$ cat config.mk
export PLATFORM = sky130hd
export DESIGN_NAME = reset_seq
export DESIGN_NICKNAME = d
export VERILOG_FILES = /design/src/rtl/reset_seq.sv
export SDC_FILE = /design/constraint.sdc
export NUM_CORES = 1
export LEC_CHECK = 0
export CAP_MARGIN = 20
export CELL_PAD_IN_SITES_DETAIL_PLACEMENT = 1
export CELL_PAD_IN_SITES_GLOBAL_PLACEMENT = 1
export CORE_MARGIN = 2
export CORE_UTILIZATION = 36
export DETAILED_ROUTE_END_ITERATION = 8
export GPL_TIMING_DRIVEN = 0
export HOLD_SLACK_MARGIN = 0.12
export PLACE_DENSITY = 0.75
export SETUP_SLACK_MARGIN = 0.3
export SKIP_LAST_GASP = 1
export SYNTH_ARGS = -nofsm -noshare
export SYNTH_HDL_FRONTEND = slang
export SYNTH_SLANG_ARGS = --single-unit
export TNS_END_PERCENT = 1
$ cat constraint.sdc
create_clock -name clk -period 3.3 [get_ports clk]
set_input_delay 0.66 -clock clk [delete_from_list [all_inputs] [get_ports clk]]
set_output_delay 0.66 -clock clk [all_outputs]
set_load 0.03 [all_outputs]
$ cat src/rtl/reset_seq.sv
// reset_seq: staged reset sequencer driven by a clock-generator lock indication.
//
// Ports:
//   clk             in   1x clock from the clock generator
//   rst_n           in   asynchronous active-low reset
//   locked_in       in   lock indication, asynchronous to clk
//   rst_out         out  STAGES active-high synchronous resets, bit 0 released first
//   ready           out  high once every stage has been released
//   lock_loss_count out  saturating count of lock drops seen outside IDLE
module reset_seq #(
    parameter int HOLD_CYCLES = 1024,
    parameter int STAGES      = 3,
    parameter int STAGE_GAP   = 16
) (
    input  logic              clk,
    input  logic              rst_n,
    input  logic              locked_in,
    output logic [STAGES-1:0] rst_out,
    output logic              ready,
    output logic [7:0]        lock_loss_count
);
    localparam int HW = HOLD_CYCLES > 1 ? $clog2(HOLD_CYCLES) : 1;
    localparam int GW = STAGE_GAP > 1 ? $clog2(STAGE_GAP) : 1;
    localparam int IW = STAGES > 1 ? $clog2(STAGES) : 1;
    localparam logic [HW-1:0] HOLD_LAST = HW'(HOLD_CYCLES - 1);
    localparam logic [GW-1:0] GAP_LAST  = GW'(STAGE_GAP - 1);
    localparam logic [IW-1:0] IDX_LAST  = IW'(STAGES - 1);

    localparam logic [1:0] IDLE    = 2'd0;
    localparam logic [1:0] HOLD    = 2'd1;
    localparam logic [1:0] RELEASE = 2'd2;
    localparam logic [1:0] RUN     = 2'd3;

    logic          sync1;
    logic          locked_s;
    logic [1:0]    state;
    logic [HW-1:0] hold_cnt;
    logic [GW-1:0] gap_cnt;
    logic [IW-1:0] idx;

    always_ff @(posedge clk or negedge rst_n) begin
        if (!rst_n) begin
            sync1    <= 1'b0;
            locked_s <= 1'b0;
        end else begin
            sync1    <= locked_in;
            locked_s <= sync1;
        end
    end

    always_ff @(posedge clk or negedge rst_n) begin
        if (!rst_n) begin
            state           <= IDLE;
            rst_out         <= '1;
            ready           <= 1'b0;
            lock_loss_count <= 8'd0;
            hold_cnt        <= '0;
            gap_cnt         <= '0;
            idx             <= '0;
        end else if (state != IDLE && !locked_s) begin
            // Lock drop outranks any release due on this same edge.
            state    <= IDLE;
            rst_out  <= '1;
            ready    <= 1'b0;
            hold_cnt <= '0;
            gap_cnt  <= '0;
            idx      <= '0;
            if (lock_loss_count != 8'hff)
                lock_loss_count <= lock_loss_count + 8'd1;
        end else begin
            unique case (state)
                IDLE: begin
                    if (locked_s) begin
                        state    <= HOLD;
                        hold_cnt <= '0;
                    end
                end
                HOLD: begin
                    if (hold_cnt == HOLD_LAST) begin
                        // rst_out is all ones here, so clearing bit 0 is a mask.
                        rst_out <= rst_out & ~STAGES'(1);
                        gap_cnt <= '0;
                        if (STAGES == 1) begin
                            state <= RUN;
                            ready <= 1'b1;
                        end else begin
                            state <= RELEASE;
                            idx   <= IW'(1);
                        end
                    end else begin
                        hold_cnt <= hold_cnt + HW'(1);
                    end
                end
                RELEASE: begin
                    if (gap_cnt == GAP_LAST) begin
                        rst_out <= rst_out & ~(STAGES'(1) << idx);
                        gap_cnt <= '0;
                        if (idx == IDX_LAST) begin
                            state <= RUN;
                            ready <= 1'b1;
                        end else begin
                            idx <= idx + IW'(1);
                        end
                    end else begin
                        gap_cnt <= gap_cnt + GW'(1);
                    end
                end
                RUN: begin
                end
            endcase
        end
    end
endmodule

# ---- Word-level counts from Yosys, hierarchy flattened
# Index checks and enable logic that the tools add are counted.
dict set report word_totals {
  output_inout_bits 12
  romBits 0
  mem_bits_rw 0
  latchBits 0
  regBits 32
  n_memories 0
}
dict set report op_classes {
  mux 27
  n_lt_le_gt_ge 0
  n_eq_ne 13
  addsub 4
  shifts 1
  div_mod_pow 0
  n_reduce_logical 18
  multipliers 0
  bitwise 2
}
# cell count
set ops {}
lappend ops {{$mux 10} 3}
lappend ops {{$pmux 10 s2} 1}
lappend ops {{$mux 2} 9}
lappend ops {{$ne 3x3->1 const B} 6}
lappend ops {{$mux 4} 3}
lappend ops {{$reduce_and 3->1} 4}
lappend ops {{$add 10x1->10 const B} 1}
lappend ops {{$eq 10x10->1 const B} 1}
lappend ops {{$add 8x1->8 const B} 1}
lappend ops {{$ne 8x8->1 const B} 1}
lappend ops {{$pmux 4 s2} 1}
lappend ops {{$reduce_bool 2->1} 4}
lappend ops {{$mux 3} 2}
lappend ops {{$pmux 2 s3} 1}
lappend ops {{$pmux 3 s2} 1}
lappend ops {{$reduce_bool 3->1} 2}
lappend ops {{$mux 1} 5}
lappend ops {{$reduce_and 5->1} 1}
lappend ops {{$add 4x1->4 const B} 1}
lappend ops {{$eq 2x2->1 const B} 2}
lappend ops {{$eq 4x4->1 const B} 1}
lappend ops {{$pmux 2 s2} 1}
lappend ops {{$reduce_and 2->1} 2}
lappend ops {{$reduce_and 4->1} 1}
lappend ops {{other kinds (10)} 10}

# ---- Longest topological paths before layout
# Gate-level depths: netlist of the first run.
dict set report depth {
  ltp_word 6
  mapped_depth 7
}

# ---- Worst setup path after synthesis of the first run
# Ideal clock, no wire load.
dict set report synth_path {
  path_kind {flip-flop to flip-flop}
  startpoint {reg state[1]}
  endpoint {reg hold_cnt[5]}
  setup_slack_ps 1363
  stages_incl_launch_ff 8
  arrival_ps 1816
  setup_ps 122
  n_path_buf 1
  path_cell_list {dfrtp_1 -> inv_1 -> ha_1 -> clkbuf_1 -> nand2_1 -> or4_4 -> and2_1 -> a32o_1}
}
dict set report synth_via {
  elab_chain_cells 4
  word_cells_on_any_way 10
}
# item line_no
set synth_rtl {}
lappend synth_rtl {{start: declaration} 36} ;# logic [1:0] state;
lappend synth_rtl {{start signal: assignment} 53} ;# state <= IDLE;
lappend synth_rtl {{start signal: assignment} 62} ;# state <= IDLE;
lappend synth_rtl {{start signal: assignment} 74} ;# state <= HOLD;
lappend synth_rtl {{$reduce_bool 2->1} 60} ;# end else if (state != IDLE && !locked_s) begin
lappend synth_rtl {{$logic_and 1x1->1} 60}
lappend synth_rtl {{$ne 3x3->1 (no line) / $reduce_bool 3->1 (equally long branches)} -}
lappend synth_rtl {{$reduce_and 3->1 (no line)} -}
lappend synth_rtl {{end signal: assignment} 91} ;# hold_cnt <= hold_cnt + HW'(1);
lappend synth_rtl {{end: declaration} 37} ;# logic [HW-1:0] hold_cnt;
# Parallel ways exist; a longest one is shown, timed or not.
# A chain may end at the register's enable or synchronous reset.

# ---- Worst setup path after layout of the first run
# Same ends and word-level chain as after synthesis.

==> results of run 1 <==
path summary, 6_finish.rpt:
check                               to  slack, ns
max                        hold_cnt[5]       1.06
min in group asynchronous   gap_cnt[0]       0.44
min                           locked_s       0.37
max reg2reg                hold_cnt[5]       1.06
max in group asynchronous  hold_cnt[8]       2.38
min reg2reg                   locked_s       0.37
cell usage in the layout (no fill, tap or decap), types with 4 or more instances in the layout:
cell,instances
sky130_fd_sc_hd__clkbuf_8,5
sky130_fd_sc_hd__clkbuf_1,4
sky130_fd_sc_hd__xor2_1,6
sky130_fd_sc_hd__nor3_1,7
sky130_fd_sc_hd__a21oi_1,8
sky130_fd_sc_hd__dfrtp_1,29
sky130_fd_sc_hd__clkdlybuf4s50_1,13
sky130_fd_sc_hd__o21ai_0,10
sky130_fd_sc_hd__nand2b_1,4
sky130_fd_sc_hd__nand4_1,4
sky130_fd_sc_hd__ha_1,9
sky130_fd_sc_hd__nor2_1,8
sky130_fd_sc_hd__nand3_1,16
sky130_fd_sc_hd__nand2_1,14
sky130_fd_sc_hd__o31ai_1,4
sky130_fd_sc_hd__inv_1,9
layer usage:
metal	wire [um]	GRT usage, %	up-vias	share of wire [%]
met5	0	0	-	0
met4	77	6.55	0	1.8
met3	111	3.55	9	2.6
met1	2130	21.4	739	49
met2	2010	26.0	16	46
li1	-	-	762	-
stage by stage:
stage | utilization (%) | total power, mW | worst slack (ns)
after floorplan | - | 1.13 | 1.36
after global placement | 41.3 | 1.37 | 0.832
after detailed placement | 41.2 | 1.38 | 1.11
after CTS | 43.4 | 1.77 | 1.05
after global routing | 43.4 | 1.88 | 0.872
final | 43.4 | 1.75 | 1.06
cells by family (layout without fill, tap and decap cells):
group,after synthesis,in the layout,synth area share (%)
adder cells (fa/ha/maj),9,9,6.02
flip-flops,32,32,43.0
XOR/XNOR,7,7,3.28
buffers and inverters,16,38,3.61
AND/OR/NAND/NOR,79,79,23.8
AO/OA/AOI/OAI,48,48,18.6
multiplexers,3,3,1.67
worst max-delay path: stages (launching register included):
cell and delay, ns:
sky130_fd_sc_hd__dfrtp_1 0.45, sky130_fd_sc_hd__inv_1 0.15, sky130_fd_sc_hd__ha_1 0.16, sky130_fd_sc_hd__clkbuf_1 0.33, sky130_fd_sc_hd__nand2_1 0.18, sky130_fd_sc_hd__or4_4 0.46, sky130_fd_sc_hd__and2_1 0.18, sky130_fd_sc_hd__a32o_1 0.22
state kept, by name (all words and copies together), names as in the netlist:
register / cells
gap_cnt: 4
hold_cnt: 10
idx: 2
lock_loss_count: 8
locked_s: 1
ready: 1
rst_out: 3
state: 2
sync1: 1
power by group:
part | leakage (nW) | switching [mW] | internal (mW) | total, mW
registers | 0.413 | 0.106 | 0.483 | 0.589
clock network | 0.0552 | 0.148 | 0.224 | 0.372
logic | 0.452 | 0.484 | 0.307 | 0.791
total | 0.921 | 0.739 | 1.01 | 1.75
cell type report:
type	count	share of cell area, %
Timing Repair Buffer	14	6.14
Clock inverter	2	1.59
Multi-Input combinational cell	146	45.4
Buffer	7	1.53
Tap cell	70	3.98
Clock buffer	6	3.30
Inverter	9	1.53
Sequential cell	32	36.6
==> impl_metrics.csv, run 1 <==
group,metric,value,unit
outcome,outcome,"finished, final reports clean",
yosys,synth-seq-area-share,43.0,%
yosys,synth_warnings,0,
grt,grt_overflow_total,0,
layout,nFillCells,585,
cts,cts_tree,"done",
place,hpwlAfterDp,3.09,mm
layout,multi_input_area,998,um^2
floorplan,die_height,76.1,um
layout,num-nets-final,227,
floorplan,area_inside_the_core_boundary,0.00507,mm^2
timing,timing.max_slew.rel_slack,49.9,%
yosys,synth_cell_type_count,53,
timing,setup_viol_count_final,0,
worst_setup_path,worst_ep_required_time,3.47,ns
yosys,synth_top_area_cell,"sky130_fd_sc_hd__dfrtp_1",
power_and_ir_drop,p_per_area,796,mW/mm^2
yosys,ys_seq_elements,32,
routing,ant_nets,0,
grt,largest_net_degree_at_the_start_of_global_routing,33,
place,globalplace.congestion,0.848,
cts,clock_sink_count,32,
yosys,yosys.cell_count.top_type,"sky130_fd_sc_hd__dfrtp_1",
cts,resize_count_post_cts,0,
yosys,yosys-top-cells-area,"sky130_fd_sc_hd__dfrtp_1 (39%), sky130_fd_sc_hd__ha_1 (6.0%), sky130_fd_sc_hd__nand3_1 (4.3%), sky130_fd_sc_hd__dfstp_2 (4.2%), sky130_fd_sc_hd__nand2_1 (2.8%)",
floorplan,rows,26,
yosys,syn_area,0.00187,mm^2
grt,grt_pass1_wl,7.56,mm
layout,finalNonFillerCells,286,
place,place_area,0.00209,mm^2
grt,grt_antenna_before_repair,0,
cts,number_of_buffers_inserted_during_clock_tree_synthesis,5,
worst_setup_path,beginning_of_the_worst_register_to_register_path,"state[1]",
worst_setup_path,end_kind,"flop",
worst_setup_path,cp_data_arrival_time,2.41,ns
worst_setup_path,timing.setup.critical_path_class,"flop to flop",
routing,initialDrtViolationCount,61,
yosys,avgSynthCellArea,9.64,um^2
yosys,syn_inst,194,
yosys,synth_async_sr_flop_share,100,%
timing,timing_max_transition_violations_final,0,
yosys,count_of_flip_flops_with_a_built_in_enable_after_synthesis,0,
floorplan,die_x,76.1,um
timing,rsz0062_at_grt,"false",
worst_setup_path,setup.worst_path.start,"state[1]",
cts,cts.clk_slew.worst_paths,0.07,ns
routing,route.detailed.wl_per_inst,15.1,um
timing,maxClockFrequency,446,MHz
cts,cts_root_buf,"sky130_fd_sc_hd__clkbuf_8",
routing,drt_drc_violations_left,0,
cts,h-tree-depth,2,
flow_run,maxCapViolCount,0,
place,placed_cells_incl_taps,278,
timing,worstMarginPinSlew,0.752,ns
floorplan,design.die.area,0.00579,mm^2
floorplan,io_pins,15,
routing,detailedRoute.firstPassIterationCount,4,
layout,final-seq-area,805,um^2
timing,setup_total_negative_slack,0,ns
routing,drt-vias-per-instance,5.34,
place,buffer_ports.inserted,14,
floorplan,start_util,36.9,%
yosys,synth_top_flop_cell,"sky130_fd_sc_hd__dfrtp_1",
timing,fin_crit_sh,67.9,%
grt,globalRouteTotalUtil,16.2,%
routing,detail_route.wirelength,4.32,mm
worst_setup_path,maximum_fanout_along_the_worst_path,9,
layout,post_route_cells_drive_above_1_share,12.0,%
cts,clk_latency,0.29,ns
power_and_ir_drop,p_leak,0.921,nW
worst_setup_path,critical_path.startpoint_type,"flop",
hold_path,min-delay-start,"sync1",
layout,area_delta_synth_final,17.7,%
hold_path,timing.hold.worst_path_depth,0,
layout,design_area,0.00220,mm^2
power_and_ir_drop,ir_worst_vdd,0.517,mV
hold_path,worst_hold_path_type,"flop to flop",
layout,antenna_cells,0,
cts,postCtsSetupBuffers,0,
timing,final-hold-violation-count,0,
grt,number_of_global_route_vias_before_repair,1571,
timing,fin_worst_skew,0.00480,ns
timing,final.hold.worst_slack,0.368,ns
cts,post_cts_hold_buffer_count,0,
cts,clk_path_buf_depth,2,
yosys,net_count_of_the_mapped_netlist,206,
routing,vias,1526,
yosys,post_synth_top_cells,"sky130_fd_sc_hd__dfrtp_1 (29), sky130_fd_sc_hd__nand3_1 (16), sky130_fd_sc_hd__nand2_1 (14)",
worst_setup_path,timing.reg2reg.worst_path_depth,7,
timing,final_period_minus_worst_setup_slack,2.24,ns
yosys,synth_largest_type_area_fraction,38.8,%
(Power assumes the default switching activity.)
==> run 2, diff against run 1 <==
==> constraint.sdc (replaced) <==
create_clock -name clk -period 2.25 [get_ports clk]
set_input_delay 0.45 -clock clk [delete_from_list [all_inputs] [get_ports clk]]
set_output_delay 0.45 -clock clk [all_outputs]
set_load 0.03 [all_outputs]
==> run 2 against run 1 <==
Core utilization increased by 1.9 points. Sequential cell count unchanged. Via count increased by 1.6%. Critical path type is now flop to primary output. Cell count increased by 1.0%.
==> impl_metrics.csv, run 2 (synthesis results as in run 1) <==
group,metric,value,unit
power_and_ir_drop,p_per_area,1200,mW/mm^2
cts,cts_tree,"done",
cts,cts_root_buf,"sky130_fd_sc_hd__clkbuf_8",
worst_setup_path,end_kind,"primary output",
routing,top_signal_layer_used,"met4",
place,buffer_ports.inserted,14,
worst_setup_path,cp_data_arrival_time,1.50,ns
worst_setup_path,critical_path_buffers_and_inverters,1,
floorplan,io_pins,15,
floorplan,die_x,76.1,um
worst_setup_path,cp_top_family,"buffers and inverters",
cts,clock_sink_count,32,
timing,final-hold-violation-count,0,
layout,antenna_cells,0,
power_and_ir_drop,ir_worst_vdd,0.803,mV
layout,multi_input_area,0.00106,mm^2
layout,nFillCells,590,
cts,clk_latency,0.28,ns
floorplan,design.die.area,0.00579,mm^2
power_and_ir_drop,p_leak,0.945,nW
timing,timing.max_slew.rel_slack,50.0,%
worst_setup_path,crit_slowest_cell,"sky130_fd_sc_hd__clkdlybuf4s50_1",
routing,vias,1551,
timing,setup_total_negative_slack,0,ns
timing,setup_viol_count_final,0,
worst_setup_path,worst_ep_required_time,1.80,ns
routing,detailedRoute.firstPassIterationCount,4,
layout,largest_registers_in_the_final_layout,"hold_cnt: 10 flops, lock_loss_count: 8 flops, gap_cnt: 4 flops",
layout,layout_commonest_cell,"sky130_fd_sc_hd__dfrtp_1",
cts,post_cts_hold_buffer_count,0,
grt,largest_net_degree_at_the_start_of_global_routing,33,
grt,grt_pass1_wl,7.82,mm
layout,post_route_cells_drive_above_1_share,21.5,%
routing,ant_nets,0,
cts,h-tree-depth,2,
timing,maxClockFrequency,513,MHz
routing,route.met3.wl,124,um
worst_setup_path,cpPeakStageDelay,0.68,ns
layout,max_flop_register,"hold_cnt",
outcome,outcome,"finished, final reports clean",
worst_setup_path,reg2reg_slack,0.33,ns
place,hpwlAfterDp,3.09,mm
routing,drt-met1-wl,2.22,mm
layout,num-nets-final,230,
timing,timing_max_transition_violations_final,0,
worst_setup_path,timing.setup.critical_path_class,"flop to primary output",
floorplan,die_height,76.1,um
layout,layout.cells.most_common_list,"sky130_fd_sc_hd__dfrtp_1 (26), sky130_fd_sc_hd__nand3_1 (15), sky130_fd_sc_hd__nand2_1 (13), sky130_fd_sc_hd__clkdlybuf4s50_1 (13), sky130_fd_sc_hd__o21ai_0 (10)",
layout,final-seq-area,808,um^2
cts,cts.clk_slew.worst_paths,0.07,ns
timing,final_period_minus_worst_setup_slack,1.95,ns
floorplan,start_util,36.9,%
flow_run,maxCapViolCount,0,
worst_setup_path,critical_path.startpoint_type,"flop",
timing,final.hold.worst_slack,0.232,ns
routing,detail_route.wirelength,4.57,mm
worst_setup_path,maximum_fanout_along_the_worst_path,2,
timing,fin_crit_sh,86.6,%
timing,worstMarginPinSlew,0.750,ns
cts,clk_path_buf_depth,2,
grt,grt_antenna_before_repair,0,
hold_path,worst_hold_path_type,"input pin to async pin",
timing,fin_worst_skew,0.00239,ns
layout,area_delta_synth_final,22.8,%
grt,globalRouteTotalUtil,16.8,%
routing,route.detailed.wl_per_inst,15.8,um
layout,max_ffs_per_register,10,
routing,drt_drc_violations_left,0,
routing,initialDrtViolationCount,99,
cts,number_of_buffers_inserted_during_clock_tree_synthesis,5,
floorplan,area_inside_the_core_boundary,0.00507,mm^2
grt,number_of_global_route_vias_before_repair,1598,
worst_setup_path,timing.critical_path.cells,"clkdlybuf4s50_1",
routing,drt-vias-per-instance,5.37,
floorplan,rows,26,
place,globalplace.congestion,0.848,
routing,met2_length,2.17,mm
timing,rsz0062_at_grt,"true",
grt,grt_overflow_total,0,
run 2: cell types whose count changed in the layout (fill, tap and decap cells not counted), moves of 2 or more:
cell	change
sky130_fd_sc_hd__inv_1	-2
sky130_fd_sc_hd__inv_2	+2
sky130_fd_sc_hd__ha_4	+2
sky130_fd_sc_hd__clkbuf_1	-2
sky130_fd_sc_hd__dfrtp_1	-3
sky130_fd_sc_hd__buf_4	+3
sky130_fd_sc_hd__dfrtp_2	+3
sky130_fd_sc_hd__ha_1	-2
run 2: layer usage:
| metal | vias up | GRT usage (%) |
|---|---|---|
| li1 | 769 | - |
| met1 | 756 | 21.8 |
| met2 | 20 | 27.9 |
| met3 | 6 | 3.55 |
| met4 | 0 | 6.00 |
| met5 | - | 0 |
run 2: cell type report:
cell class	instances	share of cell area [%]
Clock buffer	6	3.16
Clock inverter	2	1.53
Tap cell	70	3.81
Buffer	7	1.85
Timing Repair Buffer	17	6.86
Inverter	9	1.47
Sequential cell	32	35.2
Multi-Input combinational cell	146	46.1
run 2: report_power, final:
part	total [mW]	switching (mW)	internal, mW
sequential	0.869	0.156	0.713
combinational	1.33	0.777	0.555
clock	0.546	0.218	0.329
total	2.75	1.15	1.60
run 2: what timing repair did:
item / 4_1_cts / 5_1_grt
gates cloned: 0 / 0
gates resized for setup: 10 / 15
endpoints found under the setup margin: 22 / 21
buffers inserted: 1 / 2
run 2: final timing paths:
path	startpoint	to	cells past startpoint
min in group clk	sync1	locked_s	0
min	rst_n	gap_cnt[0]	1
max in group asynchronous	rst_n	state[1]	1
min reg2reg	sync1	locked_s	0
max	rst_out[1]	rst_out[1]	1
max reg2reg	state[1]	idx[1]	6
run 2: per-stage QoR:
| stage | power [mW] | setup slack [ns] | area [um^2] | utilization, % | cells |
|---|---|---|---|---|---|
| after floorplan | 1.66 | 0.313 | 1870 | - | 194 |
| final | 2.75 | 0.302 | 2300 | 45.3 | 289 |
| after CTS | 2.65 | 0.273 | 2230 | 44.0 | 287 |
| after global routing | 2.94 | 0.258 | 2300 | 45.3 | 289 |
| after global placement | 2.00 | -0.00836 | 2100 | 41.3 | 278 |
| after detailed placement | 2.03 | 0.0572 | 2090 | 41.2 | 278 |
==> run 3, diff against run 2 <==
==> constraint.sdc (replaced) <==
create_clock -name clk -period 2 [get_ports clk]
set_input_delay 0.4 -clock clk [delete_from_list [all_inputs] [get_ports clk]]
set_output_delay 0.4 -clock clk [all_outputs]
set_load 0.03 [all_outputs]
==> run 3 against run 2 <==
Core utilization is 1.9 points higher. Combinational power increased by 26%. Clock skew increased by 0.010 ns. Sequential share of layout area decreased by 1.4 points. First-iteration DRC count down 62%. Register-to-register slack got worse by 0.20 ns. Power increased by 16%. Critical path depth grew 6. Critical endpoint is now hold_cnt[5]. Largest cell class unchanged.
==> impl_metrics.csv, run 3 (synthesis results as in run 1) <==
group,metric,value,unit
outcome,outcome,"finished, final reports clean",
layout,antenna_cells,0,
cts,h-tree-depth,2,
worst_setup_path,cpPeakStageDelay,0.51,ns
grt,number_of_global_route_vias_before_repair,1623,
timing,final_period_minus_worst_setup_slack,1.87,ns
flow_run,maxCapViolCount,0,
worst_setup_path,critical_path.startpoint_type,"flop",
timing,maxClockFrequency,535,MHz
cts,cts.clk_slew.worst_paths,0.08,ns
power_and_ir_drop,power.sequential.fraction,30.5,%
worst_setup_path,cp_top_family,"simple AND/OR/NAND/NOR gates",
timing,fin_worst_skew,0.0124,ns
timing,timing_max_transition_violations_final,0,
cts,clk_path_buf_depth,2,
routing,initialDrtViolationCount,38,
timing,final-hold-violation-count,0,
worst_setup_path,cp_data_arrival_time,2.05,ns
timing,rsz0062_at_grt,"true",
layout,nFillCells,583,
power_and_ir_drop,fraction_of_power_consumed_by_the_clock_network,16.8,%
cts,clk_latency,0.29,ns
layout,max_ffs_per_register,10,
worst_setup_path,timing.critical_path.cells,"inv_4 > ha_4 > buf_8 > nand2_4 > or4_4 > and2_4 > a32o_1",
hold_path,worst_hold_path_type,"input pin to async pin",
floorplan,design.die.area,0.00579,mm^2
power_and_ir_drop,cell_internal_pwr,1.83,mW
power_and_ir_drop,design_power_total,3.18,mW
floorplan,die_x,76.1,um
routing,route.detailed.wl_per_inst,15.9,um
power_and_ir_drop,p_per_area,1330,mW/mm^2
layout,layout.cells.most_common_list,"sky130_fd_sc_hd__dfrtp_1 (26), sky130_fd_sc_hd__nand3_1 (15), sky130_fd_sc_hd__buf_4 (14)",
cts,cts_root_buf,"sky130_fd_sc_hd__clkbuf_8",
worst_setup_path,end_kind,"flop",
routing,detailedRoute.firstPassIterationCount,4,
cts,cts_tree,"done",
place,buffer_ports.inserted,14,
timing,setup_viol_count_final,0,
place,globalplace.congestion,0.772,
worst_setup_path,critical_path_buffers_and_inverters,2,
layout,layout_commonest_cell,"sky130_fd_sc_hd__dfrtp_1",
grt,grt_antenna_before_repair,0,
grt,grt_overflow_total,0,
layout,largest_registers_in_the_final_layout,"hold_cnt: 10 flops, lock_loss_count: 8 flops, gap_cnt: 4 flops",
routing,drt-vias-per-instance,5.35,
layout,max_flop_register,"hold_cnt",
floorplan,rows,26,
worst_setup_path,crit_slowest_cell,"sky130_fd_sc_hd__or4_4",
cts,post_cts_hold_buffer_count,0,
routing,drt_drc_violations_left,0,
power_and_ir_drop,combPwrFrac,52.7,%
routing,ant_nets,0,
power_and_ir_drop,ir_worst_vdd,0.868,mV
power_and_ir_drop,power_switching,1.36,mW
layout,num-nets-final,240,
grt,globalRouteTotalUtil,17.0,%
floorplan,die_height,76.1,um
grt,grt_pass1_wl,7.95,mm
floorplan,area_inside_the_core_boundary,0.00507,mm^2
layout,area_delta_synth_final,28.0,%
timing,worstMarginPinSlew,0.756,ns
grt,largest_net_degree_at_the_start_of_global_routing,33,
power_and_ir_drop,power_switching_share,42.6,%
routing,detail_route.wirelength,4.77,mm
place,hpwlAfterDp,3.20,mm
worst_setup_path,maximum_fanout_along_the_worst_path,9,
layout,post_route_cells_drive_above_1_share,27.1,%
worst_setup_path,worst_ep_required_time,2.18,ns
timing,timing.max_slew.rel_slack,49.6,%
timing,setup_total_negative_slack,0,ns
cts,number_of_buffers_inserted_during_clock_tree_synthesis,5,
cts,clock_sink_count,32,
timing,fin_crit_sh,93.5,%
power_and_ir_drop,p_leak,1.00,nW
worst_setup_path,timing.setup.critical_path_class,"flop to flop",
floorplan,io_pins,15,
routing,vias,1601,
floorplan,start_util,36.9,%
run 3: changes by cell type in the layout (fill, tap and decap cells not counted), moves of 2 or more:
cell,delta
sky130_fd_sc_hd__and2_4,+2
sky130_fd_sc_hd__o21ai_2,+2
sky130_fd_sc_hd__clkdlybuf4s50_1,-2
sky130_fd_sc_hd__inv_2,-2
sky130_fd_sc_hd__ha_1,-2
sky130_fd_sc_hd__buf_4,+10
run 3: power groups by stage:
stage	clock network, mW	registers [mW]	logic [mW]
floorplan	0	1.10	0.866
global placement	0	0.984	1.37
detailed placement	0	0.992	1.40
CTS	0.553	0.973	1.48
global route	0.568	0.996	1.84
finish	0.534	0.972	1.68
run 3: path summary, 6_finish.rpt:
| kind | to | startpoint | slack (ns) | cells after the start |
|---|---|---|---|---|
| max | hold_cnt[5] | state[1] | 0.13 | 7 |
| min | hold_cnt[4] | rst_n | 0.17 | 1 |
| max reg2reg | hold_cnt[5] | state[1] | 0.13 | 7 |
| min reg2reg | locked_s | sync1 | 0.36 | 0 |
| max in group asynchronous | state[0] | rst_n | 1.29 | 1 |
| min in group clk | locked_s | sync1 | 0.36 | 0 |
run 3: cell type report:
class / count / area [um^2] / area share [%]
multi-input cells: 146 / 1090 / 45.5
flip-flops and latches: 32 / 808 / 33.8
repair buffers: 27 / 234 / 9.78
well taps: 70 / 87.6 / 3.66
clock buffers: 6 / 82.6 / 3.45
plain buffers: 7 / 46.3 / 1.93
inverters: 9 / 36.3 / 1.52
clock inverters: 2 / 10.0 / 0.418
run 3: layer usage:
metal  share of wire (%)  GRT usage, %  vias up  wire, um
met5                   0             0        -         0
met4                 1.6          6.00        0        78
met3                 3.6          3.20        7       172
met2                  49          28.6       20      2340
met1                  46          22.0      788      2170
li1                    -             -      786         -
run 3: worst register-to-register path, stage by stage (launching register included):
cell and delay (ns):
sky130_fd_sc_hd__dfrtp_2 0.45, sky130_fd_sc_hd__inv_4 0.10, sky130_fd_sc_hd__ha_4 0.14, sky130_fd_sc_hd__buf_8 0.13
sky130_fd_sc_hd__nand2_4 0.07, sky130_fd_sc_hd__or4_4 0.51, sky130_fd_sc_hd__and2_4 0.16, sky130_fd_sc_hd__a32o_1 0.21
run 3: timing repair:
item / in CTS / in global routing
setup buffers: 2 / 11
endpoints found under the setup margin: 33 / 39
resized for setup: 8 / 14
pin swaps: 0 / 2
run 3: through the flow:
stage | cell area [um^2] | utilization (%) | instances | hold slack [ns] | setup slack (ns)
3_5_place_dp | 2150 | 42.3 | 278 | 0.346 | -0.0358
5_1_grt | 2390 | 47.2 | 299 | 0.234 | 0.0827
3_3_place_gp | 2150 | 42.4 | 278 | 0.333 | -0.304
4_1_cts | 2270 | 44.8 | 288 | 0.194 | 0.104
6_report | 2390 | 47.2 | 299 | 0.175 | 0.131
2_1_floorplan | 1920 | - | 194 | 0.104 | 0.233
==> patch 1: new RTL, settings of run 3 <==
The parameter `STAGE_GAP` goes from 16 to 8.
--- a/src/rtl/reset_seq.sv
+++ b/src/rtl/reset_seq.sv
@@ -11,5 +11,5 @@
     parameter int HOLD_CYCLES = 1024,
     parameter int STAGES      = 3,
-    parameter int STAGE_GAP   = 16
+    parameter int STAGE_GAP   = 8
 ) (
     input  logic              clk,
Behaviour: same outputs for any inputs over 10 cycles, from zero or initial values and one cycle with rst_n low; that may be too few to reach the edited logic, so the function may still have changed.
==> patch 1 against run 3 <==
  * Combinational power down 11%
  * Synthesized area barely moved
  * Critical path depth fell by 6
  * First-iteration DRC count up 42%
  * Maximum frequency fell by 0.38%
  * Wire length is 6.2% lower
  * Sequential cell count shrank 1
  * Design area decreased by 4.8%
  * Critical path type is now register to output pin
  * Clock power up 23%
  * Largest cell class unchanged
  * Largest power group unchanged
  * Total power shrank 2.0%
  * Count of clock-buffer cells in the layout unchanged
  * Setup slack lost 0.0071 ns
==> patch 1: results (changes against run 3) <==
WHS=0.161 ns (-0.0135 ns); clock buffer depth=2 (unchanged); fillers=607 (+4.1%); dpl hpwl=3.05 mm (-4.9%); CP max FO=2 (-7); clk_lat worst skew=0.29 ns (about the same); Arr. time, crit path=1.48 ns (-0.57 ns); DR vias=1,537 (-4.0%); Clock transition at path regs=0.07 ns; Post-Syn Nets=207 (+0.49%); count of buffers from port buffering=14 (unchanged); largest net degree at the start of global routing=32 (-3.0%); GPL Wtd Cong=0.809 (+4.7%); Seq/Total Area, Yosys=41.7% (-1.3 points); met2 Usage GRT=27.3% (-1.3 points); initial antenna violation count=0 (unchanged); synth warn=0 (unchanged); Worst path top cell family by delay=buffers and inverters; post-synth cell types=49 (-7.5%); share of layout cells above drive strength 1=19.5% (-7.5 points); Slew headroom=52.1% (+2.5 points); first-pass GRT wire length=7.82 mm (-1.6%); CP max-delay cell=clkdlybuf4s50_1; number of global-route vias before repair=1,625 (+0.12%); HP Class=primary input to asynchronous set/reset pin; GRT Util Overall=16.6% (-0.43 points); drt total wl=4.47 mm (-6.2%); status=complete, no violations; Layout Nets=232 (-3.3%); cts bufs inserted=5 (unchanged); VDD IR max=0.921 mV (+6.1%); ys async rst share=100% (unchanged); synth top area cells=dfrtp_1 37%, ha_1 6.7%, dfstp_2 4.2%, a21oi_1 4.0%, o21ai_0 4.0%; ANT cells=0 (unchanged); met3 usage=2.49% (-0.71 points); drt first pass iters=4 (unchanged); Iteration-0 DRC Markers=54 (+42%); Leak=0.994 nW (-0.99%); Post-synth top cells=28 x dfrtp_1, 17 x nand2_1, 15 x a21oi_1, 15 x o21ai_0; Max Cap Viol=0 (unchanged); DRT antenna net count=0 (unchanged); Max stage delay on crit path=0.66 ns (+0.15 ns); Largest regs=hold_cnt (10), lock_loss_count (8); root buffer cell=clkbuf_8; met1 Resource Use GR=22.0% (unchanged); H-tree levels=2 (unchanged); setup slack, reg-to-reg=0.21 ns (+0.08 ns); Setup Skew=0.00417 ns (-0.00823 ns)
-- patch 1: what timing repair did --
action | CTS | global route
buffers inserted | 2 | 2
pin swaps | 0 | 2
resized for setup | 4 | 9
setup endpoints to repair | 31 | 36
-- patch 1: area by class of cell --
class,count,area share [%]
multi-input combinational,145,44.9
sequential,31,34.3
timing repair buffer,18,7.30
tap,70,3.84
clock buffer,6,3.62
buffer,7,2.69
inverter,11,1.81
clock inverter,2,1.54
-- patch 1: metrics by stage --
step	setup slack, ns	TNS [ns]	cells	cell area (um^2)	util (%)
floorplan	0.324	0	194	1870	-
global placement	-0.157	-4.33	278	2100	41.4
detailed placement	-0.0883	-0.0883	278	2090	41.3
CTS	0.112	0	288	2230	43.9
global route	0.0790	0	290	2280	44.9
finish	0.124	0	290	2280	44.9
-- patch 1: layer usage --
layer,up-vias,part of all wire [%]
li1,756,-
met1,753,47
met2,21,48
met5,-,0
met4,0,1.9
met3,7,3.1
-- patch 1: where the power goes --
group	switching (mW)	total [mW]	internal (mW)
clock	0.252	0.655	0.403
sequential	0.156	0.962	0.806
combinational	0.892	1.50	0.612
-- patch 1: final timing paths --
| kind | from | to | cells after the start |
|---|---|---|---|
| max reg2reg | state[0] | state[0] | 8 |
| min | rst_n | ready | 1 |
| min reg2reg | sync1 | locked_s | 0 |
| max in group asynchronous | rst_n | state[0] | 1 |
| min in group clk | sync1 | locked_s | 0 |
| max | rst_out[1] | rst_out[1] | 1 |
-- patch 1: cells by family after synthesis --
| family | synth area share [%] |
|---|---|
| mux | 1.67 |
| simple gates | 20.3 |
| xor+xnor | 2.34 |
| flops | 41.7 |
| buf+inv | 5.22 |
| fa+ha+maj | 6.69 |
| compound gates | 22.1 |
==> patch 2: new RTL, flow settings as in run 3 <==
Made on the original files. Register the output `lock_loss_count` once more; this adds one clock of latency there. The other outputs are not delayed to match.
--- a/src/rtl/reset_seq.sv
+++ b/src/rtl/reset_seq.sv
@@ -32,4 +32,6 @@
     localparam logic [1:0] RUN     = 2'd3;
 
+    logic [7:0] lock_loss_count_s0;
+
     logic          sync1;
     logic          locked_s;
@@ -54,5 +56,5 @@
             rst_out         <= '1;
             ready           <= 1'b0;
-            lock_loss_count <= 8'd0;
+            lock_loss_count_s0 <= 8'd0;
             hold_cnt        <= '0;
             gap_cnt         <= '0;
@@ -66,6 +68,6 @@
             gap_cnt  <= '0;
             idx      <= '0;
-            if (lock_loss_count != 8'hff)
-                lock_loss_count <= lock_loss_count + 8'd1;
+            if (lock_loss_count_s0 != 8'hff)
+                lock_loss_count_s0 <= lock_loss_count_s0 + 8'd1;
         end else begin
             unique case (state)
@@ -111,4 +113,8 @@
         end
     end
+    always_ff @(posedge clk) begin
+        lock_loss_count <= lock_loss_count_s0;
+    end
+
 endmodule
 
Check against the original RTL: not equivalent (a bounded check fails within 10 cycles, from zero or initial values and one cycle with rst_n low).
==> patch 2 against run 3 <==
  * The flow now finishes with violations (negative setup slack)
  * Setup slack worse by 0.22 ns
  * Synthesized area up 10%
  * Total power rose by 3.3%
  * Wire length up 8.5%
  * Design area grew 3.9%
  * Critical path depth unchanged
  * Sequential cell count grew 8
  * First-iteration DRC count increased by 110%
  * Largest cell class unchanged
==> patch 2: results (changes against run 3) <==
status=complete, but fails checks; failing checks=negative setup slack; Seq/Total Area, Yosys=46.8% (+3.8 points); count of buffers from port buffering=14 (unchanged); Cells after DPL=297 (+6.8%); final setup margin=-0.0888 ns (-0.220 ns); post-synth cell types=58 (+9.4%); Leak=1.06 nW (+5.3%); Worst R2R Start=state[0]; Post-Syn Nets=223 (+8.3%); CP max-delay cell=or4b_4; Post-synth top cells=29 x dfrtp_1, 18 x nand2_1, 17 x nand3_1, 11 x nor2_1, 11 x o21ai_0; Reg2Reg Depth=7 (unchanged); DR vias=1,741 (+8.7%); synth warn=0 (unchanged); CP max FO=5 (-4); pre-CTS WS=-0.506 ns (-0.470 ns); share of layout cells above drive strength 1=18.3% (-8.8 points); number of global-route vias before repair=1,854 (+14%); Layout Nets=252 (+5.0%); drt first pass iters=4 (unchanged); ys async rst share=80.0% (-20 points); root buffer cell=clkbuf_8; drt total wl=5.17 mm (+8.5%); Placed Instance Area=0.00229 mm^2 (+6.5%); Iteration-0 DRC Markers=78 (+110%); Post-Synthesis Cells=211 (+8.8%); Setup Skew=0.00535 ns (-0.00706 ns); GPL Wtd Cong=0.808 (+4.6%); first-pass GRT wire length=9.06 mm (+14%); cts bufs inserted=5 (unchanged); Worst Max-Slew Pin Slew=0.757 ns (+0.000752 ns); VDD IR max=0.741 mV (-15%); clk_lat worst skew=0.29 ns (about the same); # rows=27 (+3.8%); reg-to-reg endpoint=hold_cnt[7]; dpl hpwl=3.51 mm (+9.4%); HP Class=primary input to asynchronous set/reset pin; Clock transition at path regs=0.09 ns; final setup fails=2 (+2); WL per Instance=16.5 um (+3.7%); GRT Util Overall=18.1% (+1.1 points); H-tree levels=2 (unchanged); largest net degree at the start of global routing=33 (unchanged); ANT cells=0 (unchanged); Largest regs=hold_cnt (10), lock_loss_count (8), lock_loss_count_s0 (8); synth top area cells=dfrtp_1 35%, dfxtp_1 7.8%, ha_1 5.5%, nand3_1 4.1%, dfstp_2 3.8%; count leader, synth=dfrtp_1; clock buffer depth=2 (unchanged); Max stage delay on crit path=0.55 ns (+0.04 ns); initial antenna violation count=0 (unchanged)
[patch 2: worst max-delay path, delay by kind of cell, from the launching register on]
family / cells / cell delay (ns)
simple gates: 3 / 1.10
flops: 1 / 0.40
buf+inv: 2 / 0.20
fa+ha+maj: 1 / 0.19
compound gates: 1 / 0.14
[patch 2: through the flow]
step           hold WS (ns)  setup TNS [ns]
5_1_grt               0.223          -0.756
6_report              0.168          -0.160
3_5_place_dp          0.358           -3.91
3_3_place_gp          0.334           -9.14
4_1_cts               0.200          -0.392
2_1_floorplan         0.104         -0.0288
[patch 2: worst max path at each step]
stage,endpoint,depth (start not counted),start
global placement,state[0],8,state[0]
CTS,hold_cnt[9],7,state[0]
finish,hold_cnt[7],7,state[0]
floorplan,hold_cnt[7],7,state[0]
global route,hold_cnt[7],7,state[0]
detailed placement,state[1],8,state[0]
[patch 2: where the power goes]
group | switching [mW] | total [mW] | internal [mW] | leakage [nW]
sequential | 0.164 | 1.19 | 1.02 | 0.481
clock | 0.309 | 0.556 | 0.247 | 0.0404
combinational | 0.906 | 1.55 | 0.641 | 0.535
[patch 2: cell type report]
cell class	instances	area, um^2
buffer	12	67.6
clock buffer	5	68.8
clock inverter	3	23.8
fill	636	3020
inverter	6	22.5
multi-input combinational	153	1050
sequential	40	965
tap	72	90.1
timing repair buffer	22	195
[patch 2: kinds of logic (layout without fill, tap and decap cells)]
kind of cell    count (synthesis)  in the layout  synth area share [%]
flops                          40             40                  46.8
mux                             1              1                 0.485
buf+inv                        18             48                  3.88
simple gates                   84             84                  22.5
fa+ha+maj                       9              9                  5.46
xor+xnor                        7              7                  2.97
compound gates                 52             52                  17.9
[patch 2: repair_timing]
item,in CTS,in global routing
pin swaps,1,2
setup buffers,5,3
endpoints found under the setup margin,35,40
gates resized for setup,7,12
[patch 2: metal layers]
| layer | vias to the layer above | track usage, % | part of all wire (%) |
|---|---|---|---|
| li1 | 836 | - | - |
| met1 | 878 | 23.7 | 47 |
| met2 | 21 | 30.7 | 50 |
| met3 | 6 | 3.28 | 1.9 |
| met4 | 0 | 4.83 | 0.93 |
| met5 | - | 0 | 0 |
